File: config.mk
export PLATFORM = sky130hd
export DESIGN_NAME = pwm_mod
export DESIGN_NICKNAME = d
export VERILOG_FILES = /design/src/rtl/pwm_pkg.sv /design/src/rtl/pwm_deadband.sv /design/src/rtl/pwm_mod.sv
export SDC_FILE = /design/constraint.sdc
export NUM_CORES = 1
export LEC_CHECK = 0
export CORE_MARGIN = 10
export CORE_UTILIZATION = 40
export CTS_CLUSTER_DIAMETER = 40
export DETAILED_ROUTE_END_ITERATION = 8
export PLACE_DENSITY = 0.61
export SYNTH_ARGS = -nofsm -noshare
export SYNTH_HDL_FRONTEND = slang
export SYNTH_SLANG_ARGS = --single-unit
File: constraint.sdc
create_clock -name clk -period 3 [get_ports clk]
set_input_delay 0.6 -clock clk [delete_from_list [all_inputs] [get_ports clk]]
set_output_delay 0.6 -clock clk [all_outputs]
set_load 0.05 [all_outputs]
File: src/rtl/pwm_pkg.sv
// Shared definitions for the PWM output stage.
//   PWM_WIDTH_DEF : default duty / period-counter width
//   PWM_DEAD_DEF  : default dead-band length in cycles
//   db_state_t    : dead-band FSM states (used when PWM_DEADTIME_EN is defined)
package pwm_pkg;

    localparam int unsigned PWM_WIDTH_DEF = 5;
    localparam int unsigned PWM_DEAD_DEF  = 2;

    typedef enum logic [1:0] {
        LO  = 2'd0,
        DLH = 2'd1,
        HI  = 2'd2,
        DHL = 2'd3
    } db_state_t;

endpackage

File: src/rtl/pwm_deadband.sv
// Dead-band generator for complementary half-bridge drive.
// Ports:
//   clk      in  system clock
//   rst      in  synchronous active-high reset
//   raw      in  raw PWM level for the cycle about to be displayed
//   pwm_out  out high-side drive, registered
//   pwm_n    out low-side drive, registered
// The two outputs are never high together; every transition passes
// through a both-off state lasting at least DEAD cycles.
module pwm_deadband
    import pwm_pkg::*;
#(
    parameter int unsigned DEAD = PWM_DEAD_DEF
) (
    input  logic clk,
    input  logic rst,
    input  logic raw,
    output logic pwm_out,
    output logic pwm_n
);

    localparam int unsigned HOLD_W = 3;
    localparam logic [HOLD_W-1:0] HOLD_LAST = HOLD_W'(DEAD - 1);

    db_state_t         r_state;
    db_state_t         w_state_nxt;
    logic [HOLD_W-1:0] r_hold;
    logic [HOLD_W-1:0] w_hold_nxt;

    // State register; outputs are decoded from the next state so they
    // stay aligned with the counter value shown alongside them.
    always_ff @(posedge clk) begin
        if (rst) begin
            r_state <= DHL;
            r_hold  <= '0;
            pwm_out <= 1'b0;
            pwm_n   <= 1'b0;
        end else begin
            r_state <= w_state_nxt;
            r_hold  <= w_hold_nxt;
            pwm_out <= (w_state_nxt == HI);
            pwm_n   <= (w_state_nxt == LO);
        end
    end

    // Next-state logic; a reversal of raw during a gap restarts the count.
    always_comb begin
        w_state_nxt = r_state;
        w_hold_nxt  = r_hold;
        case (r_state)
            LO: begin
                if (raw) begin
                    w_state_nxt = DLH;
                    w_hold_nxt  = '0;
                end
            end
            DLH: begin
                if (!raw) begin
                    w_state_nxt = DHL;
                    w_hold_nxt  = '0;
                end else if (r_hold == HOLD_LAST) begin
                    w_state_nxt = HI;
                    w_hold_nxt  = '0;
                end else begin
                    w_hold_nxt = r_hold + HOLD_W'(1);
                end
            end
            HI: begin
                if (!raw) begin
                    w_state_nxt = DHL;
                    w_hold_nxt  = '0;
                end
            end
            DHL: begin
                if (raw) begin
                    w_state_nxt = DLH;
                    w_hold_nxt  = '0;
                end else if (r_hold == HOLD_LAST) begin
                    w_state_nxt = LO;
                    w_hold_nxt  = '0;
                end else begin
                    w_hold_nxt = r_hold + HOLD_W'(1);
                end
            end
            default: begin
                w_state_nxt = DHL;
                w_hold_nxt  = '0;
            end
        endcase
    end

endmodule

File: src/rtl/pwm_mod.sv
// PWM output stage with double-buffered duty word.
// Ports:
//   clk           in  system clock
//   rst           in  synchronous active-high reset
//   duty_in       in  duty word from the upstream accumulator
//   ld            in  strobe capturing duty_in into the shadow register
//   cnt           out current period-counter value
//   period_start  out high for the cycle where cnt == 0
//   upd_pend      out shadow written but not yet applied
//   pwm_out       out PWM output, high side
//   pwm_n         out complementary output
// Build option: PWM_DEADTIME_EN adds a dead-band FSM between the compare
// and the outputs; otherwise pwm_n is the plain inverse of pwm_out.
module pwm_mod
    import pwm_pkg::*;
#(
    parameter int unsigned WIDTH = PWM_WIDTH_DEF,
    parameter int unsigned DEAD  = PWM_DEAD_DEF
) (
    input  logic             clk,
    input  logic             rst,
    input  logic [WIDTH-1:0] duty_in,
    input  logic             ld,
    output logic [WIDTH-1:0] cnt,
    output logic             period_start,
    output logic             upd_pend,
    output logic             pwm_out,
    output logic             pwm_n
);

    localparam logic [WIDTH-1:0] CNT_MAX = '1;

    if (DEAD < 1 || DEAD > 7) begin : g_dead_range
        $error("pwm_mod: DEAD must be within 1..7");
    end

    // Internal phase resets to the last count so the first edge after
    // release is a period boundary and cnt shows 0 with period_start.
    logic [WIDTH-1:0] r_phase;
    logic [WIDTH-1:0] r_shadow;
    logic [WIDTH-1:0] r_duty_act;

    logic             w_wrap;
    logic [WIDTH-1:0] w_phase_nxt;
    logic [WIDTH-1:0] w_shadow_nxt;
    logic [WIDTH-1:0] w_duty_nxt;
    logic             w_pend_nxt;
    logic             w_raw_nxt;

    // Next-state values; a load on the boundary cycle bypasses the shadow.
    always_comb begin
        w_wrap       = (r_phase == CNT_MAX);
        w_phase_nxt  = r_phase + WIDTH'(1);
        w_shadow_nxt = ld ? duty_in : r_shadow;
        w_duty_nxt   = w_wrap ? w_shadow_nxt : r_duty_act;
        w_pend_nxt   = w_wrap ? 1'b0 : (ld | upd_pend);
        w_raw_nxt    = (w_phase_nxt < w_duty_nxt);
    end

    // Counter, duty buffers and the aligned status outputs.
    always_ff @(posedge clk) begin
        if (rst) begin
            r_phase      <= CNT_MAX;
            r_shadow     <= '0;
            r_duty_act   <= '0;
            cnt          <= '0;
            period_start <= 1'b0;
            upd_pend     <= 1'b0;
        end else begin
            r_phase      <= w_phase_nxt;
            r_shadow     <= w_shadow_nxt;
            r_duty_act   <= w_duty_nxt;
            cnt          <= w_phase_nxt;
            period_start <= (w_phase_nxt == '0);
            upd_pend     <= w_pend_nxt;
        end
    end

`ifdef PWM_DEADTIME_EN
    pwm_deadband #(
        .DEAD (DEAD)
    ) u_deadband (
        .clk     (clk),
        .rst     (rst),
        .raw     (w_raw_nxt),
        .pwm_out (pwm_out),
        .pwm_n   (pwm_n)
    );
`else
    // Plain complementary drive; both low while in reset.
    always_ff @(posedge clk) begin
        if (rst) begin
            pwm_out <= 1'b0;
            pwm_n   <= 1'b0;
        end else begin
            pwm_out <= w_raw_nxt;
            pwm_n   <= ~w_raw_nxt;
        end
    end
`endif

endmodule

After elaboration in Yosys (flattened, before gate mapping)
Cells that the tools add are included. Widths: inputs -> output; s select.

Register bits after elaboration: 24. Bits in latches: 0. Memory bits (writable): 0. Memory bits (read-only): 0. Output and inout port bits: 9. Word-level logic and storage cells: 17. Memories kept: 0.

Add/sub/neg operators: 1. Multipliers: 0. Divide/modulo/power cells: 0. $lt $le $gt $ge: 1. Eq/ne operators: 1. Shift-type cells: 0. Muxes and demuxes: 2. Bitwise logic cells: 2. Reduce and logical (&&, ||, !) cells: 2.

Operators with widths (number): $mux 5 (2); $add 5x1->5 const B (1); $eq 5x5->1 const B (1); $logic_not 5->1 (1); $lt 5x5->1 (1); $reduce_or 2->1 (1); $not 1->1 (1); $or 1x1->1 (1).

Longest topological paths before layout
Word-level depth: 4. Depth in mapped cells: 9.

Least setup slack after synthesis
Ideal clock, no wire load.

Kind: flip-flop to flip-flop. Start point: register r_phase[0]. End point: register pwm_n. Library setup time: 0.115 ns. Arrival time: 2.237 ns. Required time: 2.885 ns. Slack: 0.648 ns. Cell stages (with the launch flop): 10. Path buffers: 1. Clock period less this slack: 2.352 ns. Cell sequence: dfxtp_1 > ha_1 > and3_1 > ha_1 > buf_2 > mux2i_1 > ha_1 > and3_1 > a221o_1 > o21ba_1.

Word-level cells in the longest chain between the ends: 4.

Ends and longest elaborated chain: from (decl) (line pwm_mod.sv:39) `logic [WIDTH-1:0] r_phase;`; from (signal assigned) (line pwm_mod.sv:70) `r_phase <= w_phase_nxt;`; parallel branches: the longest is 2 deep, another holds $add 5x1->5; $lt 5x5->1 * (line pwm_mod.sv:57) `w_raw_nxt = (w_phase_nxt < w_duty_nxt);`; $not 1->1 * (line pwm_mod.sv:97) `pwm_n <= ~w_raw_nxt;`; to (signal assigned) (line pwm_mod.sv:97); to (decl) (line pwm_mod.sv:28) `output logic pwm_n`.

Mark *: on every way between the ends. A chain may end at the register's enable or synchronous reset.

Final worst setup path
Same ends and word-level chain as after synthesis.

==> reports/summary.txt <==
worst-margin pin slew -> 0.740 ns
clock power share -> 18.8%
Sw Pwr -> 0.302 mW
first-pass GRT wire length -> 2680 um
ANT nets after route -> 0
Hold Path End -> upd_pend
DR vias/cell -> 4.55
Clock Path Buffers -> 2
CTS HTree Levels -> 1
fraction of registers with async set/reset -> 0%
Root Driver -> clkbuf_4
hold_buf cts -> 0
routed length per instance -> 12.2 um
Tcrit/Tclk final -> 85.4%
power density cells -> 774 nW/um2
Post-synth top flop -> dfxtp_1
relative slew slack -> 50.5%
Max Cap Viol -> 0
Clock Sinks -> 24
internal power -> 0.581 mW
antenna violations before repair -> 0
Slowest Stage Delay on Critical Path -> 0.48 ns
Total Routing Usage GR -> 7.64%
ANT cells -> 0
Register-to-Register Path Depth -> 8
gpl congestion -> 0.777
reg2reg end -> pwm_n
Min-Delay Startpoint -> upd_pend
fmax -> 0.390 GHz
postcts setup bufs -> 0
Hold Fails Final Rpt -> 0
Critical Path Start Type -> flop
CTS Buf Count -> 3
Die ar. -> 4610 um2
clk slew on worst S/H paths -> 0.13 ns
num rows -> 17
Hold Path Cell Cnt -> 2
EDFF count, synth -> 0
hpwl dp -> 1170 um
Critical Path, Cell by Cell -> ha_1 -> and3_1 -> ha_1 -> mux2i_1 -> ha_1 -> and3_1 -> a221o_1 -> o21ba_1
area growth from synthesis to layout -> 24.3%
synthesized net count -> 98
part of the Yosys area used for sequential elements -> 52.4%
commonest cells after routing, fill and taps aside -> 24 x dfxtp_1, 16 x clkdlybuf4s50_1, 11 x nor2_1, 7 x ha_1, 6 x nor2b_1
sequential cell area -> 480 um2
DRC viols -> 0
Sw Share -> 34.2%
vias in the first global route -> 602
final net count -> 117
Comb pwr share -> 37.4%
post-synth top area share -> 52.4%
drt initial violations -> 14
yosys warns -> 0
Synth cell types -> 26
critical path class -> flop to flop
# resized after CTS -> 0
CP arrival -> 2.78 ns
worst path required time -> 3.22 ns
cell taking the most area after synthesis -> dfxtp_1
Seq pwr share -> 43.8%
register bit count reported by yosys -> 24
VDD IR max -> 0.390 mV
Initial Util -> 41.9%
Crit Reg-Reg Startpoint -> r_phase[0]
Design Power -> 0.883 mW
worst hold path type -> flop to flop
R2R setup slack -> 0.44 ns
First-pass DRT Iterations -> 4
share of layout cells above drive strength 1 -> 11.9%
DP Area -> 1100 um2
WL final -> 1580 um
syn avg cell area -> 11.0 um2
Final min period -> 2.56 ns
Final setup viols -> 0
Crit Path Max Fanout -> 7
top post-synthesis cells by area -> dfxtp_1 52%, ha_1 9.5%, mux2_2 4.9%
Cells after Synth -> 83
most common cell after layout, fill and taps aside -> dfxtp_1
slowest cell on the critical path -> dfxtp_1
total grt overflow -> 0
most used cell, CP -> ha_1
run status -> finished, final reports clean
Filler Cells Inserted -> 191
Die W -> 67.9 um
core box area -> 2190 um2
PortBufs -> 16
Mapped Area -> 917 um2
Via Count -> 587
Skew-Pair Late Insertion Delay -> 0.31 ns
Die Y -> 67.9 um
Leak Pwr -> 0.474 nW
Worst setup EP type -> flop
pin count of the biggest net entering global routing -> 24
CTS tree -> built
setup_tns -> 0 ns
I/O pin count -> 17
post-route cell area -> 1140 um2
final slew viol count -> 0
RSZ-0062 raised after global routing -> no
clock skew -> 0.00341 ns
multi-input logic area -> 402 um2
-- logic make-up (layout without fill, tap and decap cells) --
family / after synthesis / in the layout / share of synthesized area, %
flip-flops: 24 / 24 / 52.4
multiplexers: 9 / 9 / 10.8
AND/OR/NAND/NOR: 29 / 29 / 16.5
buffers and inverters: 7 / 25 / 3.82
adder cells (fa/ha/maj): 7 / 7 / 9.55
XOR/XNOR: 2 / 2 / 1.91
AO/OA/AOI/OAI: 5 / 5 / 5.05
-- per-layer routing --
metal / vias to the layer above / GRT usage, % / wire length (um)
li1: 313 / - / -
met1: 263 / 8.95 / 730
met2: 9 / 10.9 / 690
met3: 2 / 3.43 / 141
met4: 0 / 5.28 / 14
met5: - / 0 / 0
-- through the flow --
| stage | std cells | setup slack [ns] | utilization [%] | hold WS [ns] |
|---|---|---|---|---|
| 2_1_floorplan | 83 | 0.648 | - | 0.440 |
| 3_3_place_gp | 125 | 0.166 | 50.4 | 0.462 |
| 3_5_place_dp | 125 | 0.162 | 50.4 | 0.465 |
| 4_1_cts | 129 | 0.400 | 52.0 | 0.486 |
| 5_1_grt | 129 | 0.230 | 52.0 | 0.522 |
| 6_report | 129 | 0.438 | 52.0 | 0.484 |
-- worst max-delay path: cells and delay by family, from the launching register on --
kind / cells / cell delay (ns)
adders and majority gates: 3 / 0.81
AOI/OAI and AO/OA: 2 / 0.55
DFF: 1 / 0.48
and+or+nand+nor: 2 / 0.35
muxes: 1 / 0.28
-- area by class of cell --
type	count	share of cell area [%]
Multi-Input combinational cell	52	35.2
Clock buffer	4	3.18
Inverter	3	0.988
Tap cell	28	3.07
Timing Repair Buffer	18	15.4
Sequential cell	24	42.2
-- registers in the layout, indices dropped and copies added, names as in the netlist --
| signal | count |
|---|---|
| pwm_out | 1 |
| upd_pend | 1 |
| period_start | 1 |
| pwm_n | 1 |
| r_shadow | 5 |
| r_duty_act | 5 |
| cnt | 5 |
| r_phase | 5 |
-- power groups by stage --
stage	clock network, mW	registers, mW	logic, mW
CTS	0.172	0.387	0.335
floorplan	0	0.483	0.145
detailed placement	0	0.395	0.332
global placement	0	0.395	0.332
global route	0.184	0.392	0.363
finish	0.166	0.387	0.330
-- cells in the mapped netlist (2+ instances only) --
library cell   n
dfxtp_1       24
nor2_1        11
ha_1           7
nor2b_1        6
mux2_2         4
mux2i_1        4
inv_1          3
nand2b_1       3
and3_1         2
clkbuf_1       2
nor3_1         2
-- how the worst max path moves through the flow --
stage | endpoint | startpoint | depth (start not counted)
global placement | pwm_n | ld | 7
global route | pwm_out | r_phase[0] | 8
CTS | pwm_n | r_phase[0] | 8
finish | pwm_n | r_phase[0] | 8
floorplan | pwm_n | r_phase[0] | 9
detailed placement | pwm_n | ld | 7
Power figures use the tool's default switching activity.
